`src/rtl/msg_schedule_pkg.sv`:
```
// Shared constants, state encoding and rotate helper for the SHA-256 message schedule.
package msg_schedule_pkg;

  localparam int unsigned WORD_W      = 32;
  localparam int unsigned BLOCK_WORDS = 16;
  localparam int unsigned ROUND_CNT   = 64;
  localparam int unsigned CNT_W       = 5;
  localparam int unsigned T_W         = 6;

  // sigma0 / sigma1 rotate and shift amounts
  localparam int unsigned S0_R1 = 7;
  localparam int unsigned S0_R2 = 18;
  localparam int unsigned S0_SH = 3;
  localparam int unsigned S1_R1 = 17;
  localparam int unsigned S1_R2 = 19;
  localparam int unsigned S1_SH = 10;

  typedef logic [WORD_W-1:0] word_t;

  typedef enum logic [1:0] {
    ST_LOAD = 2'd0,
    ST_RUN  = 2'd1,
    ST_DONE = 2'd2
  } state_t;

  // Rotate right by n (0 < n < WORD_W)
  function automatic word_t rotr(input word_t x, input int unsigned n);
    return (x >> n) | (x << (WORD_W - n));
  endfunction

endpackage

```
`src/rtl/msg_schedule_sigma.sv`:
```
// Combinational SHA-256 small sigma functions; shared with the round core.
module sha256_sigma
  import msg_schedule_pkg::*;
(
  input  logic [WORD_W-1:0] x,
  output logic [WORD_W-1:0] s0,
  output logic [WORD_W-1:0] s1
);

  assign s0 = rotr(x, S0_R1) ^ rotr(x, S0_R2) ^ (x >> S0_SH);
  assign s1 = rotr(x, S1_R1) ^ rotr(x, S1_R2) ^ (x >> S1_SH);

endmodule

```
`src/rtl/msg_schedule.sv`:
```
// SHA-256 message schedule: loads 16 words, then emits W0..W63 from a 16-word sliding window.
module msg_schedule
  import msg_schedule_pkg::*;
#(
  parameter int unsigned WORDS_PER_BLOCK = BLOCK_WORDS,
  parameter int unsigned ROUNDS          = ROUND_CNT
) (
  input  logic              clk,
  input  logic              rst_n,
  input  logic [WORD_W-1:0] w_in,
  input  logic              w_load,
  input  logic              start,
  input  logic              next,
  output logic [WORD_W-1:0] w_out,
  output logic [T_W-1:0]    t_out,
  output logic              w_valid,
  output logic              full,
  output logic              busy,
  output logic              done,
  output logic              load_err
);

  state_t           state, state_nxt;
  word_t            win     [BLOCK_WORDS];
  word_t            win_nxt [BLOCK_WORDS];
  logic [CNT_W-1:0] ld_cnt, ld_cnt_nxt;
  logic [T_W-1:0]   t_nxt;
  logic             err_nxt;
  logic             blk_full;
  word_t            s0_w1, s1_w14, s1_unused, s0_unused, w_new;

  // sigma0 of w[1] and sigma1 of w[14] for the next expanded word
  sha256_sigma u_sig_w1  (.x(win[1]),  .s0(s0_w1),     .s1(s1_unused));
  sha256_sigma u_sig_w14 (.x(win[14]), .s0(s0_unused), .s1(s1_w14));

  assign w_new    = s1_w14 + win[9] + s0_w1 + win[0];
  assign blk_full = (ld_cnt == CNT_W'(WORDS_PER_BLOCK));

  // State register
  always_ff @(posedge clk or negedge rst_n) begin
    if (!rst_n) state <= ST_LOAD;
    else        state <= state_nxt;
  end

  // Next-state, window, counters and error strobe
  always_comb begin
    state_nxt  = state;
    win_nxt    = win;
    ld_cnt_nxt = ld_cnt;
    t_nxt      = t_out;
    err_nxt    = 1'b0;
    unique case (state)
      ST_LOAD: begin
        if (w_load && !blk_full) begin
          for (int i = 0; i < 15; i++) win_nxt[i] = win[i+1];
          win_nxt[15] = w_in;
          ld_cnt_nxt  = ld_cnt + CNT_W'(1);
        end else begin
          err_nxt = w_load;
          if (start && blk_full) begin
            state_nxt = ST_RUN;
            t_nxt     = '0;
          end
        end
      end
      ST_RUN: begin
        err_nxt = w_load;
        if (next) begin
          if (t_out == T_W'(ROUNDS - 1)) begin
            state_nxt = ST_DONE;
          end else begin
            for (int i = 0; i < 15; i++) win_nxt[i] = win[i+1];
            win_nxt[15] = w_new;
            t_nxt       = t_out + T_W'(1);
          end
        end
      end
      ST_DONE: begin
        err_nxt    = w_load;
        ld_cnt_nxt = '0;
        state_nxt  = ST_LOAD;
      end
      default: state_nxt = ST_LOAD;
    endcase
  end

  // Window, counters and registered outputs
  always_ff @(posedge clk or negedge rst_n) begin
    if (!rst_n) begin
      for (int i = 0; i < 16; i++) win[i] <= '0;
      ld_cnt   <= '0;
      t_out    <= '0;
      w_out    <= '0;
      w_valid  <= 1'b0;
      full     <= 1'b0;
      busy     <= 1'b0;
      done     <= 1'b0;
      load_err <= 1'b0;
    end else begin
      win      <= win_nxt;
      ld_cnt   <= ld_cnt_nxt;
      t_out    <= t_nxt;
      w_out    <= (state_nxt == ST_RUN) ? win_nxt[0] : '0;
      w_valid  <= (state_nxt == ST_RUN);
      busy     <= (state_nxt == ST_RUN);
      done     <= (state_nxt == ST_DONE);
      full     <= (ld_cnt_nxt == CNT_W'(WORDS_PER_BLOCK));
      load_err <= err_nxt;
    end
  end

endmodule
```
`config.mk`:
```
export PLATFORM = sky130hd
export DESIGN_NAME = msg_schedule
export DESIGN_NICKNAME = d
export VERILOG_FILES = /design/src/rtl/msg_schedule_pkg.sv /design/src/rtl/msg_schedule_sigma.sv /design/src/rtl/msg_schedule.sv
export SDC_FILE = /design/constraint.sdc
export NUM_CORES = 1
export LEC_CHECK = 0
export BUFFER_PORTS_ARGS = -buffer_cell sky130_fd_sc_hd__buf_2
export CAP_MARGIN = 20
export CORE_ASPECT_RATIO = 2
export CORE_MARGIN = 3
export CORE_UTILIZATION = 55
export CTS_CLUSTER_SIZE = 28
export DETAILED_ROUTE_END_ITERATION = 10
export GPL_TIMING_DRIVEN = 0
export PLACE_DENSITY_LB_ADDON = 0.1
export SYNTH_ARGS = -nofsm -noshare
export SYNTH_HDL_FRONTEND = slang
export SYNTH_SLANG_ARGS = --single-unit
export TNS_END_PERCENT = 20
```
`constraint.sdc`:
```
create_clock -name clk -period 12.3 [get_ports clk]
set_input_delay 0.615 -clock clk [delete_from_list [all_inputs] [get_ports clk]]
set_output_delay 0.615 -clock clk [all_outputs]
set_load 0.01 [all_outputs]
```
Word-level counts from Yosys, hierarchy flattened
Cells that the tools add are included.

Flip-flop bits (word level): 561. Output and inout bits: 43.

Reduce and logical (&&, ||, !) cells: 8. Bitwise gates (word level): 8. $add $sub $neg: 5. Muxes and demuxes: 19. Eq/ne operators: 12.

Operators by type and width (number): $mux W512 (3); $pmux W512 S2 (1); $add A32 B32 Y32 (3); $xor A32 B32 Y32 (2); $mux W32 (1); $or A13 B32 Y32 (1); $or A14 B32 Y32 (1); $or A15 B32 Y32 (1); $or A25 B32 Y32 (1); $xor A32 B22 Y32 (1); $xor A32 B29 Y32 (1); $mux W6 (4); $pmux W6 S2 (1); $eq A5 B5 Y1 const B (2); $ne A2 B2 Y1 const B (5); $pmux W5 S2 (1); $mux W2 (4); $add A6 B1 Y6 const B (1); $eq A6 B6 Y1 const B (1); $add A5 B1 Y5 const B (1); $mux W5 (1); $reduce_and A5 Y1 (1); $eq A2 B1 Y1 const B (2); $eq A2 B2 Y1 const B (2); 9 further kinds (10).

Logic depth before layout (Yosys ltp)
Gate-level depths: netlist of run 1.

Depth after elaboration: 10. Mapped depth: 17.

Modules after synthesis
From an unflattened synthesis of run 1, not the netlist that was laid out.

Cell total of the unflattened synthesis: 2932. Area, all modules: 27787.9 um^2.

Modules (own cells, without submodules): msg_schedule (cells each 2752, area each 24815.0 um^2, seq. area each 14038.5 um^2, instances 1); sha256_sigma (cells each 90, area each 1486.4 um^2, seq. area each 0.0 um^2, instances 2).

Least setup slack after synthesis of run 1
Ideal clock, no wire load.

Kind: flip-flop to flip-flop. From: reg win[452] (netlist name). To: reg win[25] (netlist name). Library setup time: 0.092 ns. Data required time: 12.208 ns. Arrival: 3.813 ns. Setup slack: 8.395 ns. Stages on the path, launching flop included: 17. Cell sequence: dfrtp_1 > clkbuf_1 > xor2_1 > xnor2_1 > fa_1 > fa_1 > inv_1 > ha_1 > inv_1 > fa_1 > nor2b_4 > o31ai_4 > a21oi_2 > or3_4 > o311a_1 > o21a_1 > o31ai_2.

Longest elaborated chain between the ends: 8.

Ends and longest elaborated chain: start, declared (RTL line msg_schedule.sv:24) `word_t win [BLOCK_WORDS];`; start signal, assigned (RTL line msg_schedule.sv:100) `win <= win_nxt;`; $or A14 B32 Y32 (RTL line msg_schedule_pkg.sv:28) `return (x >> n) | (x << (WORD_W - n));`; $xor A32 B32 Y32 (RTL line msg_schedule_sigma.sv:10) `assign s0 = rotr(x, S0_R1) ^ rotr(x, S0_R2) ^ (x >> S0_SH);`; $xor A32 B29 Y32 (*) (RTL line msg_schedule_sigma.sv:10); $add A32 B32 Y32 (*) (2 in series) (RTL line msg_schedule.sv:36) `assign w_new = s1_w14 + win[9] + s0_w1 + win[0];`; $mux W512 (*) (RTL line msg_schedule.sv:69) `if (t_out == T_W'(ROUNDS - 1)) begin`; $mux W512 (*) (RTL line msg_schedule.sv:68) `if (next) begin`; $pmux W512 S2 (*) (RTL line msg_schedule.sv:52) `unique case (state)`.

Every way passes the cells marked *; elsewhere a longest branch is shown, timed or not. The select of a mux whose other input is x is not followed. A chain may end at the register's enable or synchronous reset.

Worst setup path in the final report of run 1
From: reg win[468] (netlist name). To: reg win[30] (netlist name).

Longest elaborated chain between the ends: 8.

Ends and longest elaborated chain (RTL line): $or A14 B32 Y32 / $or A25 B32 Y32 (equally long branches) (msg_schedule_pkg.sv:28); $xor A32 B32 Y32 (msg_schedule_sigma.sv:10); $xor A32 B29 Y32 (*) (msg_schedule_sigma.sv:10); $add A32 B32 Y32 (*) (2 in series) (msg_schedule.sv:36); $mux W512 (*) (msg_schedule.sv:69); $mux W512 (*) (msg_schedule.sv:68); $pmux W512 S2 (*) (msg_schedule.sv:52).

Marks and branches as above.

==> results.sh, run 1 <==
export IMPL_outcome="completed"
export IMPL_drt_pre_antenna_iters=7
export IMPL_numCtsBuffers=49
export IMPL_max_freq_ghz=0.2029
export IMPL_clock_latency_ns=0.60
export IMPL_worstPathCellList="clkbuf_1 > xor2_1 > xnor2_1 > fa_1 > fa_1 > inv_1 > ha_1 > a2111oi_0 > o21ai_0 > a21boi_0 > o2111ai_1 > nand3_1 > a21boi_0 > o31ai_1"
export IMPL_drive_gt1_share_pct=6.534
export IMPL_worst_setup_path_end_kind="flop"
export IMPL_max_stage_delay_ns=0.73
export IMPL_ys_seq_elements=561
export IMPL_slew_headroom_pct=25.64
export IMPL_io_buffers=79
export IMPL_critPathKind="reg2reg"
export IMPL_setup_violations_final=0
export IMPL_instances_no_fill=3754
export IMPL_ctsHoldBuffers=0
export IMPL_placed_cells=3667
export IMPL_synthesis_nets=3089
export IMPL_die_area_um2=51130
export IMPL_ios=80
export IMPL_synthArstFlopShare_pct=100.0
export IMPL_wl_um=82100
export IMPL_drc=0
export IMPL_r2r_slack_ns=7.37
export IMPL_critPathTopFamily="compound AO/OA/AOI/OAI gates"
export IMPL_areaGrowthSynthToFinish_pct=10.83
export IMPL_ir_worst_vdd_mv=0.1904
export IMPL_die_w_um=161.4
export IMPL_synth_warnings=0
export IMPL_clkSinkCount=561
export IMPL_min_period_ns=4.929
export IMPL_hold_class="in2async"
export IMPL_cts_buffer_depth=3
export IMPL_cts_resized=0
export IMPL_syn_cell_area_um2=26560
export IMPL_path_max_fanout=7
export IMPL_via_per_inst=5.515
export IMPL_crit_arrival_ns=5.42
export IMPL_startpoint_type="flop"
export IMPL_grt_max_degree=122
export IMPL_initialDrtViolationCount=1646
export IMPL_power_w=0.006415
export IMPL_antennaDiodeCount=0
export IMPL_gp_congestion=1.023
export IMPL_crit_buf_inv=2
export IMPL_rsz0062_at_grt="no"
export IMPL_worstPathRequired_ns=12.80
export IMPL_synth_main_ff_cell="dfrtp_1"
export IMPL_cts_root_buf="clkbuf_16"
export IMPL_maxCapViolations=0
export IMPL_power_leakage_nw=15.72
export IMPL_num_vias=20710
export IMPL_gr_total_overflow=0
export IMPL_grt_pass1_vias=21230
export IMPL_die_h_um=316.8
export IMPL_initial_utilization_pct=55.74
export IMPL_ys_seq_area_share_pct=52.85
export IMPL_synth_edf_count=0
export IMPL_tritoncts="yes"
export IMPL_antenna_found_initial=0
export IMPL_hpwl_um=64100
export IMPL_ant_nets=0
export IMPL_fp_coreArea_um2=47650
export IMPL_critPathSlowestCell="a21boi_0"
export IMPL_post_route_util_pct=61.78
export IMPL_post_cts_buffers=0
export IMPL_ys_types=64
export IMPL_syn_area_per_cell_um2=8.997
export IMPL_htreeDepth=2
export IMPL_fin_nets=3223
export IMPL_clock_skew_final_ns=0.01242
export IMPL_power_density_nw_per_um2=217.9
export IMPL_syn_inst=2952
export IMPL_hold_viol_final=0
export IMPL_worst_pin_slew_ns=1.115
export IMPL_rows=113
export IMPL_timing_final_crit_share_pct=40.07
export IMPL_whs_ns=0.07660
export IMPL_clkTransAtPathRegs_ns=0.07
export IMPL_grt_pass1_wl_um=125300
export IMPL_grtUsageTotal_pct=32.68
export IMPL_drv_slew=0
export IMPL_wl_per_cell_um=21.87
-- path summary, 6_finish.rpt --
path | startpoint | to | cells after the start
worst max register to register | win[468] | win[30] | 14
worst min-delay path | rst_n | win[328] | 1
min in group clk | w_in[0] | win[0] | 3
max in group asynchronous | rst_n | win[376] | 4
worst min register to register | win[269] | win[269] | 2
worst max-delay path | win[468] | win[30] | 14
-- synthesized netlist by cell type, types with 3 or more instances --
cell type | number | area share (%)
nand4_1 | 6 | 0.14
nand3_1 | 467 | 8.8
nand2b_1 | 5 | 0.12
fa_1 | 62 | 4.7
a21boi_0 | 3 | 0.085
a211oi_1 | 6 | 0.17
nand2_1 | 897 | 13
o31ai_1 | 8 | 0.23
a31oi_1 | 3 | 0.071
a21o_1 | 10 | 0.28
ha_1 | 38 | 1.8
o21a_1 | 8 | 0.23
nor2b_1 | 3 | 0.071
buf_1 | 18 | 0.25
o22ai_1 | 7 | 0.16
and3_1 | 11 | 0.26
nor3_1 | 21 | 0.40
dfrtp_1 | 561 | 53
nor2_1 | 88 | 1.2
o21bai_1 | 5 | 0.14
a22oi_1 | 31 | 0.88
buf_2 | 30 | 0.57
o21ai_0 | 74 | 1.4
mux2i_1 | 5 | 0.19
or2_2 | 4 | 0.094
a221oi_1 | 10 | 0.33
clkbuf_1 | 169 | 2.4
a32oi_1 | 3 | 0.099
xor2_1 | 66 | 2.2
o211ai_1 | 5 | 0.14
inv_1 | 162 | 2.3
a21oi_1 | 52 | 0.98
xnor2_1 | 72 | 2.4
-- registers in the layout, summed over array words and instances (netlist names) --
signal	count
win	512
w_out	32
t_out	6
ld_cnt	5
state	2
busy	1
done	1
full	1
load_err	1
-- stage by stage --
stage	setup TNS [ns]	setup slack (ns)	instance area (um2)
after floorplan	0	8.395	26560
after global placement	-182.90	-0.4178	27750
after detailed placement	0	7.386	27870
after CTS	0	7.310	29440
after global routing	0	7.156	29440
final	0	7.371	29440
-- kinds of logic after synthesis --
| kind of cell | Yosys count | synth area share (%) |
|---|---|---|
| and+or+nand+nor | 1518 | 24.32 |
| DFF | 561 | 52.85 |
| buffers and inverters | 380 | 5.526 |
| AOI/OAI and AO/OA | 249 | 6.058 |
| xor gates and xnor gates | 138 | 4.551 |
| adders and majority gates | 100 | 6.463 |
| muxes | 6 | 0.2308 |
-- worst reg2reg max path: stages, from the launching register on --
cell	delay, ns
dfrtp_1	0.34
clkbuf_1	0.44
xor2_1	0.26
xnor2_1	0.16
fa_1	0.47
fa_1	0.51
inv_1	0.05
ha_1	0.38
a2111oi_0	0.41
o21ai_0	0.18
a21boi_0	0.73
o2111ai_1	0.39
nand3_1	0.20
a21boi_0	0.10
o31ai_1	0.23
-- layout by cell type, fill, tap and decap left out, drive strengths merged, types with 6 or more instances in the layout --
master	n
nand4	6
xor2	66
o31ai	10
fa	62
a221oi	10
inv	166
and3	11
nand2	897
nor2	88
a211oi	6
a21o	10
a22oi	31
a21oi	54
nor3	21
o21ai	77
buf	132
o21a	8
nand3	467
dfrtp	561
xnor2	72
ha	38
clkinv	7
o22ai	7
clkbuf	240
-- layer usage --
| layer | GRT usage (%) | share of wire (%) | wire length [um] |
|---|---|---|---|
| met5 | 0 | 0 | 0 |
| met4 | 26.82 | 10 | 8551 |
| met3 | 3.767 | 3.7 | 3057 |
| met2 | 58.10 | 51 | 41890 |
| met1 | 34.54 | 35 | 28600 |
-- area by class of cell --
type / count / area [um2]
Sequential cell: 561 / 14040
Clock buffer: 71 / 1380
Timing Repair Buffer: 83 / 515.5
Clock inverter: 16 / 183.9
Multi-Input combinational cell: 2011 / 11060
Buffer: 218 / 859.6
Fill cell: 4250 / 18210
Inverter: 162 / 608.1
Tap cell: 632 / 790.8
-- where the power goes --
part / internal (W) / total [W] / leakage [nW] / switching (W)
combinational: 0.000686 / 0.00262 / 7.22 / 0.00193
sequential: 0.00206 / 0.00226 / 7.74 / 0.000203
clock: 0.000830 / 0.00153 / 0.754 / 0.000705
(Power assumes the default switching activity.)
==> inputs of run 2 (changes only) <==
- clock period: 12.3 -> 4.57 ns (I/O delays scaled with it)
==> run 2 against run 1 <==
Worst setup slack got worse by 7.3 ns. Clock-buffer cell count did not move. Critical path depth fell by 1. Critical path type unchanged. Clock power rose to 2.7 times the previous value. Fmax rose by 9.0%. Worst hold slack got worse by 0.044 ns. Highest routed layer unchanged.
==> results.sh, run 2 (same netlist as run 1, synthesis figures left out) <==
export IMPL_ir_worst_vdd_mv=0.5203
export IMPL_critPathKind="reg2reg"
export IMPL_antennaDiodeCount=0
export IMPL_setup_violations_final=0
export IMPL_ff_latch_area_um2=14040
export IMPL_layout_commonest_cell="nand2_1"
export IMPL_largest_reg_flops=512
export IMPL_clkSinkCount=561
export IMPL_reg_top3="win (512), w_out (32), t_out (6)"
export IMPL_path_max_fanout=5
export IMPL_gr_total_overflow=0
export IMPL_grt_pass1_vias=21380
export IMPL_multiInputGateArea_um2=11090
export IMPL_drive_gt1_share_pct=6.675
export IMPL_htreeDepth=2
export IMPL_power_w=0.01728
export IMPL_min_period_ns=4.520
export IMPL_worstPathCellList="xor2_1 > xnor2_1 > fa_1 > fa_1 > inv_1 > ha_1 > nor2b_4 > o31ai_4 > a21oi_4 > or3_4 > o311ai_1 > mux2i_1 > nor3_1"
export IMPL_instances_no_fill=3778
export IMPL_hold_viol_final=0
export IMPL_io_buffers=79
export IMPL_critPathSlowestCell="dfrtp_1"
export IMPL_timing_final_crit_share_pct=98.92
export IMPL_cp_common_cell="fa_1"
export IMPL_crit_arrival_ns=5.01
export IMPL_wl_um=82380
export IMPL_nFillCells=4211
export IMPL_hold_class="in2reg"
export IMPL_areaGrowthSynthToFinish_pct=12.00
export IMPL_tritoncts="yes"
export IMPL_die_h_um=316.8
export IMPL_clock_latency_ns=0.60
export IMPL_cts_root_buf="clkbuf_16"
export IMPL_worst_pin_slew_ns=1.126
export IMPL_via_per_inst=5.518
export IMPL_placed_cells=3667
export IMPL_worst_setup_path_end_kind="flop"
export IMPL_hpwl_um=64100
export IMPL_drc=0
export IMPL_timing_rr_start="win[469]"
export IMPL_max_stage_delay_ns=0.56
export IMPL_cts_buffer_depth=3
export IMPL_startpoint_type="flop"
export IMPL_dp_slack_ns=-0.3437
export IMPL_power_leakage_nw=15.84
export IMPL_num_vias=20850
export IMPL_grt_pass1_wl_um=125800
export IMPL_grtUsageTotal_pct=32.79
export IMPL_regMostFlops="win"
export IMPL_initial_utilization_pct=55.74
export IMPL_drt_pre_antenna_iters=5
export IMPL_antenna_found_initial=0
export IMPL_fin_nets=3247
export IMPL_drv_slew=0
export IMPL_slew_headroom_pct=24.91
export IMPL_die_area_um2=51130
export IMPL_hold_start="w_in[9]"
export IMPL_whs_ns=0.03232
export IMPL_die_w_um=161.4
export IMPL_numCtsBuffers=49
export IMPL_fp_coreArea_um2=47650
export IMPL_grt_max_degree=122
export IMPL_clock_skew_final_ns=0.01283
export IMPL_power_density_nw_per_um2=581.0
export IMPL_gp_congestion=1.023
export IMPL_ios=80
export IMPL_ant_nets=0
export IMPL_max_freq_ghz=0.2212
export IMPL_clkTransAtPathRegs_ns=0.07
export IMPL_rows=113
export IMPL_startpoint="win[469]"
export IMPL_worst_slack_ns=0.04956
export IMPL_final_cell_mix="nand2_1 (897), dfrtp_1 (559), nand3_1 (467), clkbuf_1 (178), inv_1 (162)"
export IMPL_outcome="completed"
export IMPL_initialDrtViolationCount=1688
export IMPL_maxCapViolations=0
export IMPL_wl_per_cell_um=21.80
export IMPL_worstPathRequired_ns=5.06
run 2: where the power goes:
part           internal (W)  switching (W)
Combinational       0.00186        0.00520
Sequential          0.00554       0.000542
Clock               0.00223        0.00190
run 2: path summary, 6_finish.rpt:
| kind | endpoint | slack (ns) | cells after the start |
|---|---|---|---|
| worst min register to register | win[269] | 0.46 | 2 |
| worst max-delay path | win[29] | 0.05 | 13 |
| min in group asynchronous | win[328] | 0.28 | 2 |
| worst min-delay path | win[9] | 0.03 | 4 |
| worst max register to register | win[29] | 0.05 | 13 |
| max in group asynchronous | win[376] | 2.07 | 5 |
run 2: repair_timing:
item	CTS	global route
hold buffers	30	0
buffers inserted	0	1
gates resized for setup	3	5
hold endpoints to repair	142	0
endpoints found under the setup margin	5	15
pin swaps	0	3
run 2: metrics by stage:
step / util, % / area [um2] / setup TNS [ns]
CTS: 62.43 / 29750 / 0
global route: 62.43 / 29750 / -0.03521
floorplan: - / 26560 / 0
detailed placement: 58.50 / 27870 / -0.7308
global placement: 58.23 / 27750 / -4303.32
finish: 62.43 / 29750 / 0
run 2: area by class of cell:
type                       instances  area share [%]
timing repair buffer             114           2.768
tap                              632           2.658
inverter                         162           2.044
clock buffer                      71           4.639
multi-input combinational       2011           37.27
sequential                       561           47.20
buffer                           211           2.801
clock inverter                    16          0.6183
run 2: routing by layer:
metal	part of all wire (%)	GRT usage (%)	vias to the layer above	wire length, um
li1	-	-	9876	-
met1	35	34.62	10110	28840
met2	51	58.15	628	41940
met3	3.6	3.754	236	2926
met4	11	27.29	0	8670
met5	0	0	-	0
run 2: critical path: cells and delay by family (launching register included):
family / cells / cell delay (ns)
flops: 1 / 0.56
fa+ha+maj: 3 / 1.31
xor+xnor: 2 / 0.51
simple gates: 3 / 0.68
buf+inv: 1 / 0.07
mux: 1 / 0.25
compound gates: 3 / 1.02
